**src/rtl/sbox_layer_serial_pkg.sv**
```systemverilog
`default_nettype none
// ============================================================================
//  Module   : sbox_layer_serial_pkg
//  Purpose  : Shared definitions for the serial SWAN S-box layer: nibble
//             size, FSM state encoding and a constant-width helper.
//  Revision : 1.0 - initial release
// ============================================================================
package sbox_layer_serial_pkg;

    // Width of one S-box input/output in bits.
    localparam int c_sbox_size = 4;

    // Layer controller states. The encodings are fixed because other SWAN
    // blocks decode the same values.
    typedef enum logic [1:0] {
        ST_IDLE = 2'd0,
        ST_RUN  = 2'd1,
        ST_DONE = 2'd2
    } state_t;

    // Ceiling log2 for elaboration-time sizing; clog2(1) = 0.
    function automatic int clog2(input int value);
        int r;
        int v;
        r = 0;
        v = value - 1;
        while (v > 0) begin
            r = r + 1;
            v = v >> 1;
        end
        return r;
    endfunction

    // Counter width that never collapses to zero bits.
    function automatic int cnt_width(input int steps);
        return (clog2(steps) < 1) ? 1 : clog2(steps);
    endfunction

endpackage
`default_nettype wire

```
**src/rtl/sbox_layer_serial_sbox.sv**
```systemverilog
`default_nettype none
// ============================================================================
//  Module   : sbox_layer_serial_sbox
//  Purpose  : The 4-bit SWAN S-box, purely combinational.
//  Ports    : i_nib  [3:0]  nibble in  (bit 3 = MSB)
//             o_nib  [3:0]  substituted nibble out
//  Revision : 1.0 - initial release
// ============================================================================
module sbox_layer_serial_sbox (
    input  logic [3:0] i_nib,
    output logic [3:0] o_nib
);

    always_comb begin
        o_nib = 4'h0;
        case (i_nib)
            4'h0: o_nib = 4'h1;
            4'h1: o_nib = 4'h2;
            4'h2: o_nib = 4'hC;
            4'h3: o_nib = 4'h5;
            4'h4: o_nib = 4'h7;
            4'h5: o_nib = 4'h8;
            4'h6: o_nib = 4'hA;
            4'h7: o_nib = 4'hF;
            4'h8: o_nib = 4'h4;
            4'h9: o_nib = 4'hD;
            4'hA: o_nib = 4'hB;
            4'hB: o_nib = 4'hE;
            4'hC: o_nib = 4'h9;
            4'hD: o_nib = 4'h6;
            4'hE: o_nib = 4'h0;
            4'hF: o_nib = 4'h3;
            default: o_nib = 4'h0;
        endcase
    end

endmodule
`default_nettype wire

```
**src/rtl/sbox_layer_serial.sv**
```systemverilog
`default_nettype none
// ============================================================================
//  Module   : sbox_layer_serial
//  Purpose  : Applies the SWAN S-box to every nibble of a WIDTH-bit word by
//             time-sharing LANES S-box instances over STEPS cycles.
//  Ports    : clk, rst             clock, synchronous active-high reset
//             in_valid/in_ready    input handshake, in_data [0:WIDTH-1]
//             out_valid/out_ready  output handshake, out_data [0:WIDTH-1]
//             busy                 high while a word is being processed/held
//             Nibble i occupies bits [4i:4i+3], bit 4i being its MSB.
//  Revision : 1.0 - initial release
// ============================================================================
module sbox_layer_serial
    import sbox_layer_serial_pkg::*;
#(
    parameter int WIDTH = 64,
    parameter int LANES = 4
) (
    input  logic             clk,
    input  logic             rst,
    input  logic             in_valid,
    output logic             in_ready,
    input  logic [0:WIDTH-1] in_data,
    output logic             out_valid,
    input  logic             out_ready,
    output logic [0:WIDTH-1] out_data,
    output logic             busy
);

    localparam int c_nib   = WIDTH / c_sbox_size;
    localparam int c_steps = c_nib / LANES;
    localparam int c_cw    = cnt_width(c_steps);
    localparam int c_lw    = c_sbox_size * LANES;
    localparam logic [c_cw-1:0] c_last = c_cw'(c_steps - 1);

    state_t           r_state;
    logic [c_cw-1:0]  r_cnt;
    logic [0:WIDTH-1] r_data;
    logic             r_in_ready;
    logic             r_out_valid;
    logic             r_busy;

    logic [0:c_lw-1]  w_lane_out;
    logic [0:WIDTH-1] w_next;

    // Lane j always works on the leading nibble slot j; the rotation brings
    // a fresh group of nibbles into those slots every cycle.
    generate
        for (genvar j = 0; j < LANES; j++) begin : g_lane
            sbox_layer_serial_sbox u_sbox (
                .i_nib (r_data[c_sbox_size*j +: c_sbox_size]),
                .o_nib (w_lane_out[c_sbox_size*j +: c_sbox_size])
            );
        end
    endgenerate

    // Left rotate by one lane group, substituting the group that wraps round.
    // With one step the whole word is substituted at once and nothing rotates.
    generate
        if (c_steps == 1) begin : g_full
            assign w_next = w_lane_out;
        end else begin : g_rot
            assign w_next = {r_data[c_lw:WIDTH-1], w_lane_out};
        end
    endgenerate

    always_ff @(posedge clk) begin
        if (rst) begin
            r_state     <= ST_IDLE;
            r_cnt       <= '0;
            r_data      <= '0;
            r_in_ready  <= 1'b1;
            r_out_valid <= 1'b0;
            r_busy      <= 1'b0;
        end else begin
            case (r_state)
                ST_IDLE: begin
                    if (in_valid) begin
                        r_data     <= in_data;
                        r_cnt      <= '0;
                        r_state    <= ST_RUN;
                        r_in_ready <= 1'b0;
                        r_busy     <= 1'b1;
                    end
                end
                ST_RUN: begin
                    r_data <= w_next;
                    if (r_cnt == c_last) begin
                        r_state     <= ST_DONE;
                        r_out_valid <= 1'b1;
                    end else begin
                        r_cnt <= r_cnt + 1'b1;
                    end
                end
                ST_DONE: begin
                    // Input stays closed here even when the result is being
                    // taken, so one word is in flight at a time.
                    if (out_ready) begin
                        r_state     <= ST_IDLE;
                        r_out_valid <= 1'b0;
                        r_in_ready  <= 1'b1;
                        r_busy      <= 1'b0;
                    end
                end
                default: begin
                    r_state     <= ST_IDLE;
                    r_cnt       <= '0;
                    r_in_ready  <= 1'b1;
                    r_out_valid <= 1'b0;
                    r_busy      <= 1'b0;
                end
            endcase
        end
    end

    assign in_ready  = r_in_ready;
    assign out_valid = r_out_valid;
    assign out_data  = r_data;
    assign busy      = r_busy;

endmodule
`default_nettype wire
```
**config.mk**
```make
export PLATFORM = sky130hd
export DESIGN_NAME = sbox_layer_serial
export DESIGN_NICKNAME = d
export VERILOG_FILES = /design/src/rtl/sbox_layer_serial_pkg.sv /design/src/rtl/sbox_layer_serial_sbox.sv /design/src/rtl/sbox_layer_serial.sv
export SDC_FILE = /design/constraint.sdc
export NUM_CORES = 1
export LEC_CHECK = 0
export ABC_AREA = 0
export CORE_UTILIZATION = 51
export DETAILED_ROUTE_END_ITERATION = 8
export PLACE_DENSITY = 0.86
export SLEW_MARGIN = 20
export SYNTH_ARGS = -nofsm -noshare
export SYNTH_HDL_FRONTEND = slang
export SYNTH_SLANG_ARGS = --single-unit
```
**constraint.sdc**
```tcl
create_clock -name clk -period 4.4 [get_ports clk]
set_input_delay 0.88 -clock clk [delete_from_list [all_inputs] [get_ports clk]]
set_output_delay 0.88 -clock clk [all_outputs]
set_load 0.05 [all_outputs]
```
* Word level (Yosys, flattened, before mapping)
Memory sizes are Yosys's and may differ from the RTL's. A register that Yosys moved wholly into a read port is not among the register bits. Cells that the tools add are included.
Word-level totals: register bits after elaboration 71, ROM bits 256, input bits 68, output and inout bits 67, memories 4
Memory list:
- (name not given) | depth 16, bits a word 4, read ports 1, clocked after Yosys merged registers in 1, write ports 0, RTL line sbox_layer_serial_sbox.sv:16 | case (i_nib)
- (name not given) | depth 16, bits a word 4, read ports 1, clocked after Yosys merged registers in 1, write ports 0, RTL line sbox_layer_serial_sbox.sv:16
- (name not given) | depth 16, bits a word 4, read ports 1, clocked after Yosys merged registers in 1, write ports 0, RTL line sbox_layer_serial_sbox.sv:16
- (name not given) | depth 16, bits a word 4, read ports 1, clocked after Yosys merged registers in 1, write ports 0, RTL line sbox_layer_serial_sbox.sv:16
Cells by class: add/sub/neg operators 1, equality and inequality tests 7, multiplexer cells 25, bitwise gates (word level) 3, reductions and logical operators 7
Operators by type and width (count):
- $pmux W64 S2 | 1
- $mux W64 | 1
- $mux W4 | 8
- $pmux W2 S3 | 2
- $reduce_and A3 Y1 | 4
- $mux W2 | 5
- $pmux W1 S3 | 3
- $ne A2 B2 Y1 const B | 4
- $mux W1 | 5
- $eq A2 B2 Y1 const B | 2
- $not A1 Y1 | 3
- $add A2 B1 Y2 const B | 1
- $eq A2 B1 Y1 const B | 1
- $logic_not A2 Y1 | 1
- $reduce_and A2 Y1 | 1
- $reduce_bool A2 Y1 | 1

* Depth between registers and ports, before layout
word-level depth 5, depth in mapped cells 10

* By module
From an unflattened synthesis, not the netlist that was laid out.
Second synthesis, totals: cell total of the unflattened synthesis 444, area total of the unflattened synthesis 4511.8 sq um
By module, submodules not included:
- sbox_layer_serial | instances 1, cells an instance 368, area an instance 3777.4 sq um, seq. area each 1421.4 sq um
- sbox_layer_serial_sbox at g_lane[0].u_sbox ... | instances 3, cells an instance 18, area an instance 187.7 sq um, seq. area each 0.0 sq um
- sbox_layer_serial_sbox at g_lane[2].u_sbox | instances 1, cells an instance 22, area an instance 171.4 sq um, seq. area each 0.0 sq um

* Worst setup path before layout
No wires, ideal clock.
path type input-to-reg, from in in_valid, to reg, netlist name g_lane[2].u_sbox.o_nib[2], setup time 0.134 ns, arrival time 2.587 ns, required time 4.266 ns, slack 1.679 ns, cell stages on the path 7, buffers on the path 1, cell sequence buf_4 > nor4b_1 > a2111oi_2 > inv_1 > ha_1 > inv_1 > mux4_2
Between the ends: word-level cells in the longest chain between the ends 4
RTL lines:
- start: declaration | RTL line sbox_layer_serial.sv:21 | input logic in_valid,
- $ne A2 B2 Y1 (no line)
- $reduce_and A2 Y1 (no line)
- $mux W4 (no line) (2 in series)
Every way passes these cells. A chain may end at the register's enable or synchronous reset.

* Final worst setup path
from in in_valid, to reg, netlist name g_lane[0].u_sbox.o_nib[2]
Between the ends: word-level cells in the longest chain between the ends 4
RTL lines:
- $ne A2 B2 Y1 (no line)
- $reduce_and A2 Y1 (no line)
- $mux W4 (no line) (2 in series)
Every way passes these cells.

==> results.sh <==
export IMPL_run_status="complete, no violations"
export IMPL_dr_total_vias=4361
export IMPL_syn_num_nets=601
export IMPL_grt_max_degree=99
export IMPL_hold_path_cell_count=2
export IMPL_pwr_share_comb=0.325
export IMPL_swShare=0.373
export IMPL_synth_area_sq_mm=0.00451
export IMPL_r2r_end="g_lane[1].u_sbox.o_nib[3]"
export IMPL_area_growth_pct=33.7
export IMPL_hold_path_class="register to register"
export IMPL_vdd_drop_max_v=0.000190
export IMPL_critPathSlowestCell="a2111oi_1"
export IMPL_synth_seq_cells=87
export IMPL_drt_pass1_iterations=5
export IMPL_post_synth_top_count_cell="nand2_1"
export IMPL_start_util=0.538
export IMPL_arrival_ns=3.58
export IMPL_regArea_sq_mm=0.00174
export IMPL_grt_pass1_vias=4125
export IMPL_ys_flop_type="dfxtp_1"
export IMPL_cts_buffers_inserted=9
export IMPL_drv_cap=0
export IMPL_placed_area_sq_mm=0.00585
export IMPL_reg2reg_slack_ns=1.34
export IMPL_drive_above_1_share=0.0844
export IMPL_die_area_sq_mm=0.00922
export IMPL_cts_tree="yes"
export IMPL_required_ns=4.64
export IMPL_timing_final_crit_share=0.758
export IMPL_maxSlewViolCount=0
export IMPL_drt_total_wl_microns=13200
export IMPL_cts_root_buf="clkbuf_8"
export IMPL_fp_dieH_microns=96.0
export IMPL_fin_worst_skew_ns=0.0147
export IMPL_postCtsSetupBuffers=0
export IMPL_port_buffers=134
export IMPL_rr_worst_depth=7
export IMPL_antenna_left=0
export IMPL_yosysWarnings=0
export IMPL_insertion_delay_ns=0.36
export IMPL_fillers=649
export IMPL_synth_top_area_share=0.386
export IMPL_async_reset_ff_frac=0
export IMPL_rsz0062_at_grt="no"
export IMPL_antenna_found_initial=0
export IMPL_place_hpwl_microns=9550
export IMPL_place_gp_congestion=0.894
export IMPL_p_clk_frac=0.242
export IMPL_post_drt_wl_per_cell_microns=18.1
export IMPL_crit_fanout=19
export IMPL_fin_cells=733
export IMPL_core_area_sq_mm=0.00838
export IMPL_synth_compound_area_frac=0.217
export IMPL_fmax_ghz=0.300
export IMPL_pwr_share_seq=0.433
export IMPL_synth_edff_count=0
export IMPL_grt_overflow=0
export IMPL_p_int_uw=1360
export IMPL_finalHoldViolations=0
export IMPL_pre_cts_ws_ns=0.745
export IMPL_yosysSeqAreaShare=0.386
export IMPL_synth_area_leader_cell="dfxtp_1"
export IMPL_postSynthCellCount=512
export IMPL_num_rows=33
export IMPL_multiInputGateArea_sq_mm=0.00248
export IMPL_synthMuxAreaShare=0.0447
export IMPL_drt_iter0_drc=303
export IMPL_min_to="out_data[62]"
export IMPL_clock_sinks=87
export IMPL_timing_rr_start="r_state[1]"
export IMPL_max_slew_margin=0.280
export IMPL_crit_chain="clkdlybuf4s50_1, buf_4, nor4b_1, a2111oi_1, inv_1, ha_1, inv_1, mux2i_1, mux2i_1"
export IMPL_setup_violations_final=0
export IMPL_min_from="g_lane[3].u_sbox.o_nib[1]"
export IMPL_synthTopCellsByArea="dfxtp_1 (39%), a311oi_1 (9.3%), nand2_1 (8.3%), ha_1 (5.8%), nor2_1 (5.3%)"
export IMPL_synth_top_family_by_area="compound AO/OA/AOI/OAI gates"
export IMPL_route_detailed_drc=0
export IMPL_finalSetupTns_ns=0
export IMPL_power_density_mw_per_mm2=361
export IMPL_die_w_microns=96.0
export IMPL_clk_pin_slew_ns=0.10
export IMPL_grt_use_total=0.290
export IMPL_critPathKind="input port to register"
export IMPL_p_leak_uw=0.00234
export IMPL_synth_adder_area_share=0.0583
export IMPL_clockBufferDepth=2
export IMPL_finalCriticalPeriod_ns=3.33
export IMPL_nets=712
export IMPL_setup_slack_ns=1.07
export IMPL_synth_avg_cell_area_sq_um=8.80
export IMPL_stdcell_area_sq_mm=0.00603
export IMPL_worst_pin_slew_ns=1.08
export IMPL_startpoint_type="input port"
export IMPL_placedCellCount=717
export IMPL_ctsResizeCount=0
export IMPL_grt_pass1_wl_microns=20500
export IMPL_p_sw_uw=813
export IMPL_ios=135
export IMPL_cts_max_level=3
export IMPL_ys_top_cells_by_count="nand2_1 (100), dfxtp_1 (87), nor2_1 (64)"
export IMPL_yosys_area_share_simple=0.216
export IMPL_via_per_inst=5.95
export IMPL_synth_xor_area_frac=0.00971
export IMPL_cp_slowest_stage_delay_ns=0.86
export IMPL_synth_distinct_cells=58
export IMPL_antennaDiodeCount=0
export IMPL_whs_ns=0.464
export IMPL_holdBufCountCts=0
export IMPL_end_kind="register"
## layout make-up
cell class | count | area share
Clock inverter | 6 | 0.00893
Tap cell | 105 | 0.0218
Multi-Input combinational cell | 357 | 0.411
Clock buffer | 10 | 0.0212
Timing Repair Buffer | 142 | 0.232
Inverter | 26 | 0.0162
Sequential cell | 87 | 0.289
## worst max-delay path: cells and delay by family
family / cells / cell delay [ns]
AOI/OAI and AO/OA: 1 / 0.86
adders and majority gates: 1 / 0.42
muxes: 2 / 0.26
buffers and inverters: 4 / 0.97
and+or+nand+nor: 1 / 0.17
## layer usage
metal / track usage / up-vias / routed length, microns
met2: 0.451 / 225 / 5950
met4: 0.103 / 0 / 179
li1: - / 2051 / -
met3: 0.0458 / 23 / 1180
met1: 0.405 / 2062 / 5930
met5: 0 / - / 0
## cells by family after synthesis
logic type | count (synthesis)
AOI/OAI and AO/OA | 105
xor gates and xnor gates | 5
adders and majority gates | 21
buffers and inverters | 68
DFF | 87
muxes | 18
and+or+nand+nor | 208
## power by group through the flow
stage          combinational, uW  clock (uW)  sequential [uW]
4_1_cts                      704         533              941
3_3_place_gp                 680           0              956
2_1_floorplan                277           0             1130
6_report                     708         528              943
5_1_grt                      754         569              950
3_5_place_dp                 700           0              958
## registers in the layout, indices dropped and copies added (netlist names)
| name | cells |
|---|---|
| busy | 1 |
| g_lane.u_sbox.o_nib | 16 |
| in_ready | 1 |
| out_data | 64 |
| out_valid | 1 |
| r_cnt | 2 |
| r_state | 2 |
## per-stage QoR
step           total power, uW  utilization
2_1_floorplan             1410            -
3_3_place_gp              1640        0.697
3_5_place_dp              1660        0.697
4_1_cts                   2180        0.719
5_1_grt                   2270        0.719
6_report                  2180        0.719
## how the worst max path moves through the flow
stage	slack, ns	to	cells past startpoint	start
finish	1.07	g_lane[0].u_sbox.o_nib[2]	9	in_valid
global route	0.83	g_lane[0].u_sbox.o_nib[2]	9	in_valid
CTS	1.12	g_lane[0].u_sbox.o_nib[2]	9	in_valid
detailed placement	0.75	g_lane[0].u_sbox.o_nib[2]	8	in_valid
global placement	1.01	g_lane[0].u_sbox.o_nib[3]	8	in_valid
floorplan	1.68	g_lane[2].u_sbox.o_nib[2]	7	in_valid
## placed cells by master, fill, tap and decap left out, types with 2 or more instances in the layout
| cell | Yosys | final |
|---|---|---|
| a221o_1 | 7 | 7 |
| a2111oi_4 | 3 | 3 |
| nor3b_1 | 4 | 4 |
| nor3b_2 | 3 | 3 |
| a311oi_1 | 48 | 48 |
| mux2_2 | 4 | 4 |
| mux2i_1 | 10 | 10 |
| clkbuf_8 | 0 | 9 |
| a22oi_1 | 5 | 5 |
| a21oi_1 | 8 | 8 |
| o221ai_1 | 2 | 2 |
| and2_1 | 7 | 7 |
| mux2_1 | 3 | 3 |
| clkdlybuf4s50_1 | 0 | 133 |
| dfxtp_1 | 87 | 87 |
| and3b_1 | 4 | 4 |
| a2111oi_1 | 2 | 2 |
| nor4b_2 | 2 | 2 |
| nor2_1 | 64 | 64 |
| a221oi_1 | 2 | 2 |
| a211oi_1 | 4 | 4 |
| clkinv_4 | 0 | 3 |
| a2111oi_0 | 3 | 3 |
| nand2_1 | 100 | 100 |
| or4b_2 | 2 | 2 |
| xnor2_1 | 5 | 5 |
| nor4b_1 | 4 | 4 |
| or4b_1 | 4 | 4 |
| ha_1 | 21 | 21 |
| nor3_1 | 3 | 3 |
| nor4_1 | 3 | 3 |
| o21ai_0 | 6 | 6 |
| buf_4 | 2 | 8 |
| inv_1 | 26 | 26 |
(Power assumes the default switching activity.)
